## src/rtl/uart_pkg.sv

```systemverilog
// Shared types and helpers for the UART receive path: rx FSM states and
// bit-timing calculations used by uart_rx_fifo.
package uart_pkg;

  typedef enum logic [2:0] {
    IDLE,
    START,
    DATA,
    STOP,
    WAIT_IDLE
  } rx_state_t;

  function automatic int calc_cpb(input int clk_hz, input int baud);
    return clk_hz / baud;
  endfunction

  // Bit counter is never narrower than 11 bits so slow baud rates still fit.
  function automatic int cnt_width(input int cpb);
    int w;
    w = $clog2(cpb) + 1;
    return (w < 11) ? 11 : w;
  endfunction

endpackage

```

## src/rtl/sync_fifo.sv

```systemverilog
// First-word-fall-through synchronous FIFO; head data reads as zero when empty.
// A push and a pop in the same cycle both take effect, even when full.
module sync_fifo #(
  parameter int WIDTH = 8,
  parameter int DEPTH = 16
) (
  input  logic                     clk,
  input  logic                     rst_n,
  input  logic                     push,
  input  logic                     pop,
  input  logic [WIDTH-1:0]         wdata,
  output logic [WIDTH-1:0]         rdata,
  output logic                     full,
  output logic                     empty,
  output logic [$clog2(DEPTH):0]   count
);

  localparam int PW = $clog2(DEPTH);
  localparam logic [PW:0] FULL_CNT = (PW+1)'(DEPTH);

  logic [WIDTH-1:0] mem [DEPTH];
  logic [PW-1:0]    wr_ptr;
  logic [PW-1:0]    rd_ptr;
  logic             do_push;
  logic             do_pop;

  assign full    = (count == FULL_CNT);
  assign empty   = (count == '0);
  assign do_pop  = pop && !empty;
  assign do_push = push && (!full || do_pop);
  assign rdata   = empty ? '0 : mem[rd_ptr];

  // Pointers wrap naturally because DEPTH is a power of two.
  always_ff @(posedge clk or negedge rst_n) begin
    if (!rst_n) begin
      wr_ptr <= '0;
      rd_ptr <= '0;
      count  <= '0;
    end else begin
      if (do_push) wr_ptr <= wr_ptr + 1'b1;
      if (do_pop)  rd_ptr <= rd_ptr + 1'b1;
      case ({do_push, do_pop})
        2'b10:   count <= count + 1'b1;
        2'b01:   count <= count - 1'b1;
        default: count <= count;
      endcase
    end
  end

  always_ff @(posedge clk) begin
    if (do_push) mem[wr_ptr] <= wdata;
  end

endmodule

```

## src/rtl/uart_rx_fifo.sv

```systemverilog
// UART receiver feeding a FWFT FIFO with sticky overflow/framing flags.
// Define UART_RX_ECHO_EN to retransmit every received byte on TX.
module uart_rx_fifo
  import uart_pkg::*;
#(
  parameter int DATA_W = 8,
  parameter int CLK_HZ = 12000000,
  parameter int BAUD   = 9600,
  parameter int DEPTH  = 16
) (
  input  logic                     iCE_CLK,
  input  logic                     RST_N,
  input  logic                     RX,
  input  logic                     POP,
  input  logic                     CLR_ERR,
  output logic [DATA_W-1:0]        REC_BYTE,
  output logic                     VALID,
  output logic [$clog2(DEPTH):0]   COUNT,
  output logic                     OVERFLOW,
  output logic                     FRAME_ERR,
  output logic                     TX
);

  localparam int CPB   = calc_cpb(CLK_HZ, BAUD);
  localparam int CNT_W = cnt_width(CPB);
  localparam logic [CNT_W-1:0] CPB_LAST  = CNT_W'(CPB - 1);
  localparam logic [CNT_W-1:0] HALF_LAST = CNT_W'(CPB / 2 - 1);
  localparam logic [3:0]       LAST_BIT  = 4'(DATA_W - 1);

  logic              rx_meta;
  logic              rx_s;
  rx_state_t         state, state_d;
  logic [CNT_W-1:0]  cnt, cnt_d;
  logic [3:0]        bit_idx, bit_d;
  logic [DATA_W-1:0] rx_shift, shift_d;
  logic              push_d;
  logic              rx_push;
  logic              ferr_set;
  logic              ovf_set;
  logic              fifo_full;
  logic              fifo_empty;

  always_ff @(posedge iCE_CLK or negedge RST_N) begin
    if (!RST_N) begin
      rx_meta <= 1'b1;
      rx_s    <= 1'b1;
    end else begin
      rx_meta <= RX;
      rx_s    <= rx_meta;
    end
  end

  always_ff @(posedge iCE_CLK or negedge RST_N) begin
    if (!RST_N) begin
      state    <= IDLE;
      cnt      <= '0;
      bit_idx  <= '0;
      rx_shift <= '0;
      rx_push  <= 1'b0;
    end else begin
      state    <= state_d;
      cnt      <= cnt_d;
      bit_idx  <= bit_d;
      rx_shift <= shift_d;
      rx_push  <= push_d;
    end
  end

  // Start bit is re-checked at mid-bit so short low glitches are rejected.
  always_comb begin
    state_d  = state;
    cnt_d    = cnt + 1'b1;
    bit_d    = bit_idx;
    shift_d  = rx_shift;
    push_d   = 1'b0;
    ferr_set = 1'b0;
    case (state)
      IDLE: begin
        cnt_d = '0;
        if (!rx_s) state_d = START;
      end
      START: begin
        if (cnt == HALF_LAST) begin
          cnt_d   = '0;
          bit_d   = '0;
          state_d = rx_s ? IDLE : DATA;
        end
      end
      DATA: begin
        if (cnt == CPB_LAST) begin
          cnt_d   = '0;
          shift_d = {rx_s, rx_shift[DATA_W-1:1]};
          bit_d   = bit_idx + 4'd1;
          if (bit_idx == LAST_BIT) state_d = STOP;
        end
      end
      STOP: begin
        if (cnt == CPB_LAST) begin
          cnt_d = '0;
          if (rx_s) begin
            push_d  = 1'b1;
            state_d = IDLE;
          end else begin
            ferr_set = 1'b1;
            state_d  = WAIT_IDLE;
          end
        end
      end
      WAIT_IDLE: begin
        cnt_d = '0;
        if (rx_s) state_d = IDLE;
      end
      default: begin
        cnt_d   = '0;
        state_d = IDLE;
      end
    endcase
  end

  sync_fifo #(
    .WIDTH(DATA_W),
    .DEPTH(DEPTH)
  ) u_fifo (
    .clk   (iCE_CLK),
    .rst_n (RST_N),
    .push  (rx_push),
    .pop   (POP),
    .wdata (rx_shift),
    .rdata (REC_BYTE),
    .full  (fifo_full),
    .empty (fifo_empty),
    .count (COUNT)
  );

  assign VALID   = !fifo_empty;
  assign ovf_set = rx_push && fifo_full && !POP;

  // A flag being set wins over a simultaneous clear request.
  always_ff @(posedge iCE_CLK or negedge RST_N) begin
    if (!RST_N) begin
      OVERFLOW  <= 1'b0;
      FRAME_ERR <= 1'b0;
    end else begin
      if (ovf_set)      OVERFLOW <= 1'b1;
      else if (CLR_ERR) OVERFLOW <= 1'b0;
      if (ferr_set)     FRAME_ERR <= 1'b1;
      else if (CLR_ERR) FRAME_ERR <= 1'b0;
    end
  end

`ifdef UART_RX_ECHO_EN
  logic              hold_valid;
  logic [DATA_W-1:0] hold_data;
  logic              tx_busy;
  logic              tx_load;
  logic [DATA_W+1:0] tx_shift;
  logic [CNT_W-1:0]  tx_cnt;
  logic [3:0]        tx_bits;

  assign tx_load = !tx_busy && hold_valid;
  assign TX      = tx_busy ? tx_shift[0] : 1'b1;

  // Echo bytes wait in a one-entry holding register; if it is still occupied
  // when another byte lands, that byte is simply not echoed.
  always_ff @(posedge iCE_CLK or negedge RST_N) begin
    if (!RST_N) begin
      hold_valid <= 1'b0;
      hold_data  <= '0;
      tx_busy    <= 1'b0;
      tx_shift   <= '1;
      tx_cnt     <= '0;
      tx_bits    <= '0;
    end else begin
      if (rx_push && (!hold_valid || tx_load)) begin
        hold_valid <= 1'b1;
        hold_data  <= rx_shift;
      end else if (tx_load) begin
        hold_valid <= 1'b0;
      end
      if (tx_load) begin
        tx_busy  <= 1'b1;
        tx_shift <= {1'b1, hold_data, 1'b0};
        tx_cnt   <= '0;
        tx_bits  <= '0;
      end else if (tx_busy) begin
        if (tx_cnt == CPB_LAST) begin
          tx_cnt   <= '0;
          tx_shift <= {1'b1, tx_shift[DATA_W+1:1]};
          tx_bits  <= tx_bits + 4'd1;
          if (tx_bits == 4'(DATA_W + 1)) tx_busy <= 1'b0;
        end else begin
          tx_cnt <= tx_cnt + 1'b1;
        end
      end
    end
  end
`else
  assign TX = 1'b1;
`endif

endmodule

```

## config.mk

```make
export PLATFORM = sky130hd
export DESIGN_NAME = uart_rx_fifo
export DESIGN_NICKNAME = d
export VERILOG_FILES = /design/src/rtl/uart_pkg.sv /design/src/rtl/sync_fifo.sv /design/src/rtl/uart_rx_fifo.sv
export SDC_FILE = /design/constraint.sdc
export NUM_CORES = 1
export LEC_CHECK = 0
export CAP_MARGIN = 20
export CORE_ASPECT_RATIO = 1.25
export CORE_MARGIN = 2
export CORE_UTILIZATION = 64
export CTS_BUF_LIST = sky130_fd_sc_hd__clkbuf_8
export CTS_CLUSTER_DIAMETER = 30
export DETAILED_ROUTE_END_ITERATION = 10
export GPL_ROUTABILITY_DRIVEN = 0
export PLACE_DENSITY = 0.83
export SYNTH_ARGS = -nofsm -noshare
export SYNTH_HDL_FRONTEND = slang
export SYNTH_SLANG_ARGS = --single-unit
```

## constraint.sdc

```tcl
create_clock -name iCE_CLK -period 2.5 [get_ports iCE_CLK]
set_input_delay 0.625 -clock iCE_CLK [delete_from_list [all_inputs] [get_ports iCE_CLK]]
set_output_delay 0.625 -clock iCE_CLK [all_outputs]
set_load 0.01 [all_outputs]
```

Word-level counts from Yosys, hierarchy flattened --
Memories as Yosys holds them, arrays and structs flattened. Cells that the tools add are included.
Storage, ports and cells: memories 1, bits of input ports 5, bits in registers 45, bits in writable memories 128
Operators by class: reductions and logical operators 18, add/subtract/negate cells 6, equality and inequality tests 16, muxes and demuxes 28
Memories:
- u_fifo.mem | depth 16, bits a word 8, rd ports 1, clocked after memory_dff 0, wr ports 1, RTL line sync_fifo.sv:21 | logic [WIDTH-1:0] mem [DEPTH];
Operator list (count):
- $mux 12 | 2
- $pmux 12 s2 | 1
- $mux 3 | 7
- $pmux 3 s5 | 1
- $add 12x1->12 const B | 1
- $add 4x1->4 const B | 3
- $eq 12x10->1 const B | 1
- $eq 12x11->1 const B | 1
- $ne 2x2->1 const B | 6
- $mux 1 | 11
- $pmux 5 s2 | 1
- $mux 4 | 2
- $mux 8 | 1
- $pmux 4 s2 | 1
- $reduce_bool 2->1 | 4
- $eq 3x2->1 const B | 2
- $reduce_and 6->1 | 1
- $add 5x1->5 const B | 1
- $eq 5x5->1 const B | 1
- $logic_not 5->1 | 1
- $sub 5x1->5 const B | 1
- $eq 4x3->1 const B | 1
- $logic_and 1x1->1 | 4
- $eq 3x1->1 const B | 1
- other kinds (10) | 12

Longest topological paths before layout --
word-level depth 7, depth in mapped cells 9

Cells and area by module --
A second synthesis with hierarchy kept.
Second synthesis, totals: cell total of the unflattened synthesis 445, area total of the unflattened synthesis 7463.4 µm²
Modules (own cells, without submodules):
- sync_fifo | times used 1, cells each 302, area each 5878.1 µm², sequential area each 4169.0 µm²
- uart_rx_fifo | times used 1, cells each 143, area each 1585.3 µm², sequential area each 803.3 µm²

Worst setup path after synthesis --
OpenSTA, ideal clock, no wires.
path type register to register, from reg u_fifo.count[3], to mem u_fifo.mem[3][0] (enable), cell stages (with the launch flop) 7, path slack 253 ps, data required time 2117 ps, arrival time 1864 ps, setup time 383 ps, path through dfrtp_1 -> clkbuf_1 -> nor4_2 -> a31oi_1 -> clkbuf_1 -> nand2_1 -> nor3_1
Between the ends: longest elaborated chain between the ends 7
Ends and longest elaborated chain:
- from (decl) | RTL line sync_fifo.sv:15 | output logic [$clog2(DEPTH):0] count
- from (signal assigned) | RTL line sync_fifo.sv:43 | 2'b10: count <= count + 1'b1;
- from (signal assigned) | RTL line sync_fifo.sv:44 | 2'b01: count <= count - 1'b1;
- from (signal assigned) | RTL line sync_fifo.sv:45 | default: count <= count;
- $logic_not 5->1 | RTL line sync_fifo.sv:28 | assign empty = (count == '0);
- $logic_not 1->1 | RTL line sync_fifo.sv:29 | assign do_pop = pop && !empty;
- $logic_and 1x1->1 | RTL line sync_fifo.sv:29
- $logic_or 1x1->1 * | RTL line sync_fifo.sv:30 | assign do_push = push && (!full || do_pop);
- $logic_and 1x1->1 * | RTL line sync_fifo.sv:30
- $mux 1 * | RTL line sync_fifo.sv:51 | if (do_push) mem[wr_ptr] <= wdata;
- $mux 1 (not written as such) * | RTL line sync_fifo.sv:51
- to (decl) | RTL line sync_fifo.sv:21
Mark *: on every way between the ends. The rest lies on a longest branch, timed or not.

Final worst setup path --
from reg u_fifo.rd_ptr[1], to out REC_BYTE[4]
Between the ends: longest elaborated chain between the ends 2
Ends and longest elaborated chain:
- from (decl) | RTL line sync_fifo.sv:23 | logic [PW-1:0] rd_ptr;
- from (signal assigned) | RTL line sync_fifo.sv:41 | if (do_pop) rd_ptr <= rd_ptr + 1'b1;
- $mem_v2 16x8
- $mux 8 | RTL line sync_fifo.sv:31 | assign rdata = empty ? '0 : mem[rd_ptr];
- to (decl) | RTL line uart_rx_fifo.sv:16 | output logic [DATA_W-1:0] REC_BYTE,
Every way passes these cells.

==> impl_metrics.ini <==
[sta]
final.period_utilization_pct = 114
fmax_mhz = 350
clock_skew_ps = 11.4
tightest_slew_ps = 624
relSlewSlack_pct = 58.4
hold_viol_final = 0
report.final.slew_viol_count = 0
setup-violations-final = 8
finalWorstSetupSlack_ps = -357
rsz0062_at_grt = yes
period_needed_ps = 2860

[logic_synthesis]
yosys-top-cells-count = 128 x edfxtp_1, 43 x dfrtp_1, 32 x mux4_2, 23 x nor2_1, 18 x and3_1
yosysWarnings = 0
synth_top_family_by_area = multiplexers
synth_flop_cell = edfxtp_1
synth_edf_count = 128
ys_types = 54
synth_compound_gate_area_share_pct = 4.02
ys_ff_latch = 173
yosys-mux-area-fraction_pct = 14.0
async_reset_ff_share_pct = 26.0
syn_nets = 459
postSynthCellCount = 444
synth_area_leaders = edfxtp_1 52%, dfrtp_1 15%, mux4_2 9.8%, mux2_2 2.5%, ha_1 1.7%
syn_avg_cell_area_um2 = 16.5
synth_fa_ha_area_share_pct = 1.71
yosysSeqAreaShare_pct = 67.9
synth_top_area_share_pct = 52.5
synth_area_mm2 = 0.00732
synth-xor-area-share_pct = 2.15
synth-simple-area-share_pct = 7.84
synth.most_common_cell = edfxtp_1
synth_area_leader_cell = edfxtp_1

[clocking]
cts_tree = yes
htreeDepth = 4
path_clk_slew_ps = 100
cts_buffer_depth = 2
clkSinkCount = 173
insertion_delay_ps = 450
cts_hold_buf = 0
cts-root-buf = clkbuf_8
cts_buffers = 17

[status]
failed_checks = setup timing
status = finished with violations

[global_route]
grt_max_degree = 34
grtUsageTotal_pct = 24.4
grt_pass1_vias = 4184
met1_usage_pct = 29.3
grt_overflow = 0
grt_first_pass_wirelength_um = 21900
grt_use_met2_pct = 43.8
grtUsageMet3_pct = 4.99
top_usage_layer = met2
grt_antenna_before_repair = 0

[worst_setup_path]
r2r_cells = 9
crit_chain = buf_6 -> buf_12 -> mux4_2 -> mux2_4 -> o21ai_4 -> a21oi_1 -> buf_2
reg2reg_slack_ps = 220
reg2reg_from = u_fifo.count[3]
crit_type = reg2out
crit_family = multiplexers
worstPathMaxFanout = 4
crit_arrival_ps = 2230
slowest_stage = mux4_2
critPathLaunchType = flip-flop
crit_required_ps = 1880
cp-end-kind = output pin
cpPeakStageDelay_ps = 520
crit_buf_inv = 3
timing.rr.end = u_fifo.count[4]

[worst_hold_path]
hp-class = in2async

[pwr]
power.total_mw = 6.85
vdd_drop_max_uv = 512
power_density_mw_per_mm2 = 814
p_leak_nw = 3.49

[final_layout]
n_antenna_cell = 0
layout.nets = 525
fin_area_mm2 = 0.00841
layout.area.seq_mm2 = 0.00497
syn2layout_area_growth_pct = 14.9
drive_above_1_share_pct = 29.6
multi_input_area_mm2 = 0.00225
final_util_pct = 75.5
fillers = 630

[floorplanning]
die_area_mm2 = 0.0123
die_y_um = 124
die_x_um = 99.7
start_util_pct = 65.7
rows = 43
io_pins = 22
core_mm2 = 0.0111

[route]
drt_pass1_iterations = 5
via_count = 4143
ant_nets = 0
drt_iter0_drc = 192
drcViolationCount = 0
routedWlPerCell_um = 21.1
wl_um = 13900
routed_via_density = 6.30

[place]
dp.final_hpwl_um = 9110
portBuffers = 20
dpl_worst_slack_ps = -283
placed_area_mm2 = 0.00793

[flow_run]
cap_violations = 0
==> stage by stage <==
| stage | TNS, ps | std cells | hold WS, ps |
|---|---|---|---|
| 6_report | -2540 | 658 | 51.7 |
| 5_1_grt | -3250 | 658 | 46.9 |
| 2_1_floorplan | 0 | 444 | 329 |
| 3_3_place_gp | -1400 | 620 | 346 |
| 3_5_place_dp | -2030 | 620 | 348 |
| 4_1_cts | -3190 | 660 | 36.9 |
==> layout by cell type (no fill, tap or decap), types with 9 or more instances in the layout <==
cell type / Yosys / routed
xnor2_1: 10 / 10
clkdlybuf4s50_1: 0 / 10
edfxtp_1: 128 / 128
buf_4: 4 / 41
dfrtp_1: 43 / 42
mux4_2: 32 / 32
mux2i_1: 9 / 9
buf_2: 7 / 9
a21oi_1: 17 / 15
nand3_1: 11 / 11
and3_1: 18 / 18
nand2_1: 11 / 10
ha_1: 10 / 10
clkbuf_8: 0 / 17
nor2_1: 23 / 23
inv_1: 11 / 11
==> registers in the layout, summed over array words and instances, names as in the netlist, 3 cells and up <==
signal         cells
u_fifo.count       5
u_fifo.rd_ptr      4
bit_idx            4
u_fifo.mem       128
rx_shift           8
state              3
u_fifo.wr_ptr      4
cnt               12
==> timing repair <==
| item | 4_1_cts | 5_1_grt |
|---|---|---|
| buffers inserted | 7 | 0 |
| gates resized for setup | 48 | 8 |
| endpoints found under the setup margin | 9 | 8 |
| gates cloned | 1 | 0 |
| endpoints found under the hold margin | 0 | 0 |
| pin swaps | 4 | 1 |
==> layer usage <==
metal,part of all wire (%),up-vias
met3,3.8,25
met2,55,126
met1,39,2124
li1,-,1868
met5,0,-
met4,2.2,0
==> kinds of logic after synthesis <==
group,Yosys count
AO/OA/AOI/OAI,48
AND/OR/NAND/NOR,102
adder cells (fa/ha/maj),10
buffers and inverters,33
multiplexers,59
other,1
XOR/XNOR,18
flip-flops,173
==> worst max-delay path by stage <==
stage	start	endpoint	slack, ps	depth (start not counted)
floorplan	u_fifo.count[3]	u_fifo.mem[3][0]	250	6
global placement	u_fifo.rd_ptr[1]	REC_BYTE[4]	-220	6
detailed placement	u_fifo.rd_ptr[1]	REC_BYTE[4]	-280	6
CTS	u_fifo.rd_ptr[1]	REC_BYTE[2]	-440	8
global route	u_fifo.rd_ptr[1]	REC_BYTE[4]	-450	7
finish	u_fifo.rd_ptr[1]	REC_BYTE[4]	-360	7
==> worst register-to-register path: stages (launching register included) <==
cell,delay [ps]
dfrtp_1,430
nor4_4,350
buf_4,190
a21oi_1,100
xor2_1,160
ha_1,200
or2_2,300
nor4_1,220
a211oi_1,120
a21oi_1,130
==> cell type report <==
class                           count  share of cell area (%)
Clock buffer                       17                    2.78
Clock inverter                     15                    1.83
Inverter                           11                   0.491
Multi-Input combinational cell    238                    26.8
Sequential cell                   173                    59.1
Tap cell                          135                    2.01
Timing Repair Buffer               69                    6.98
==> power by group <==
part | internal (mW) | switching [mW] | total [mW]
Combinational | 0.919 | 0.827 | 1.75
Clock | 0.822 | 1.05 | 1.87
Sequential | 3.12 | 0.109 | 3.23
Total | 4.86 | 1.99 | 6.85
No activity file was read; power rests on OpenSTA's default activity.
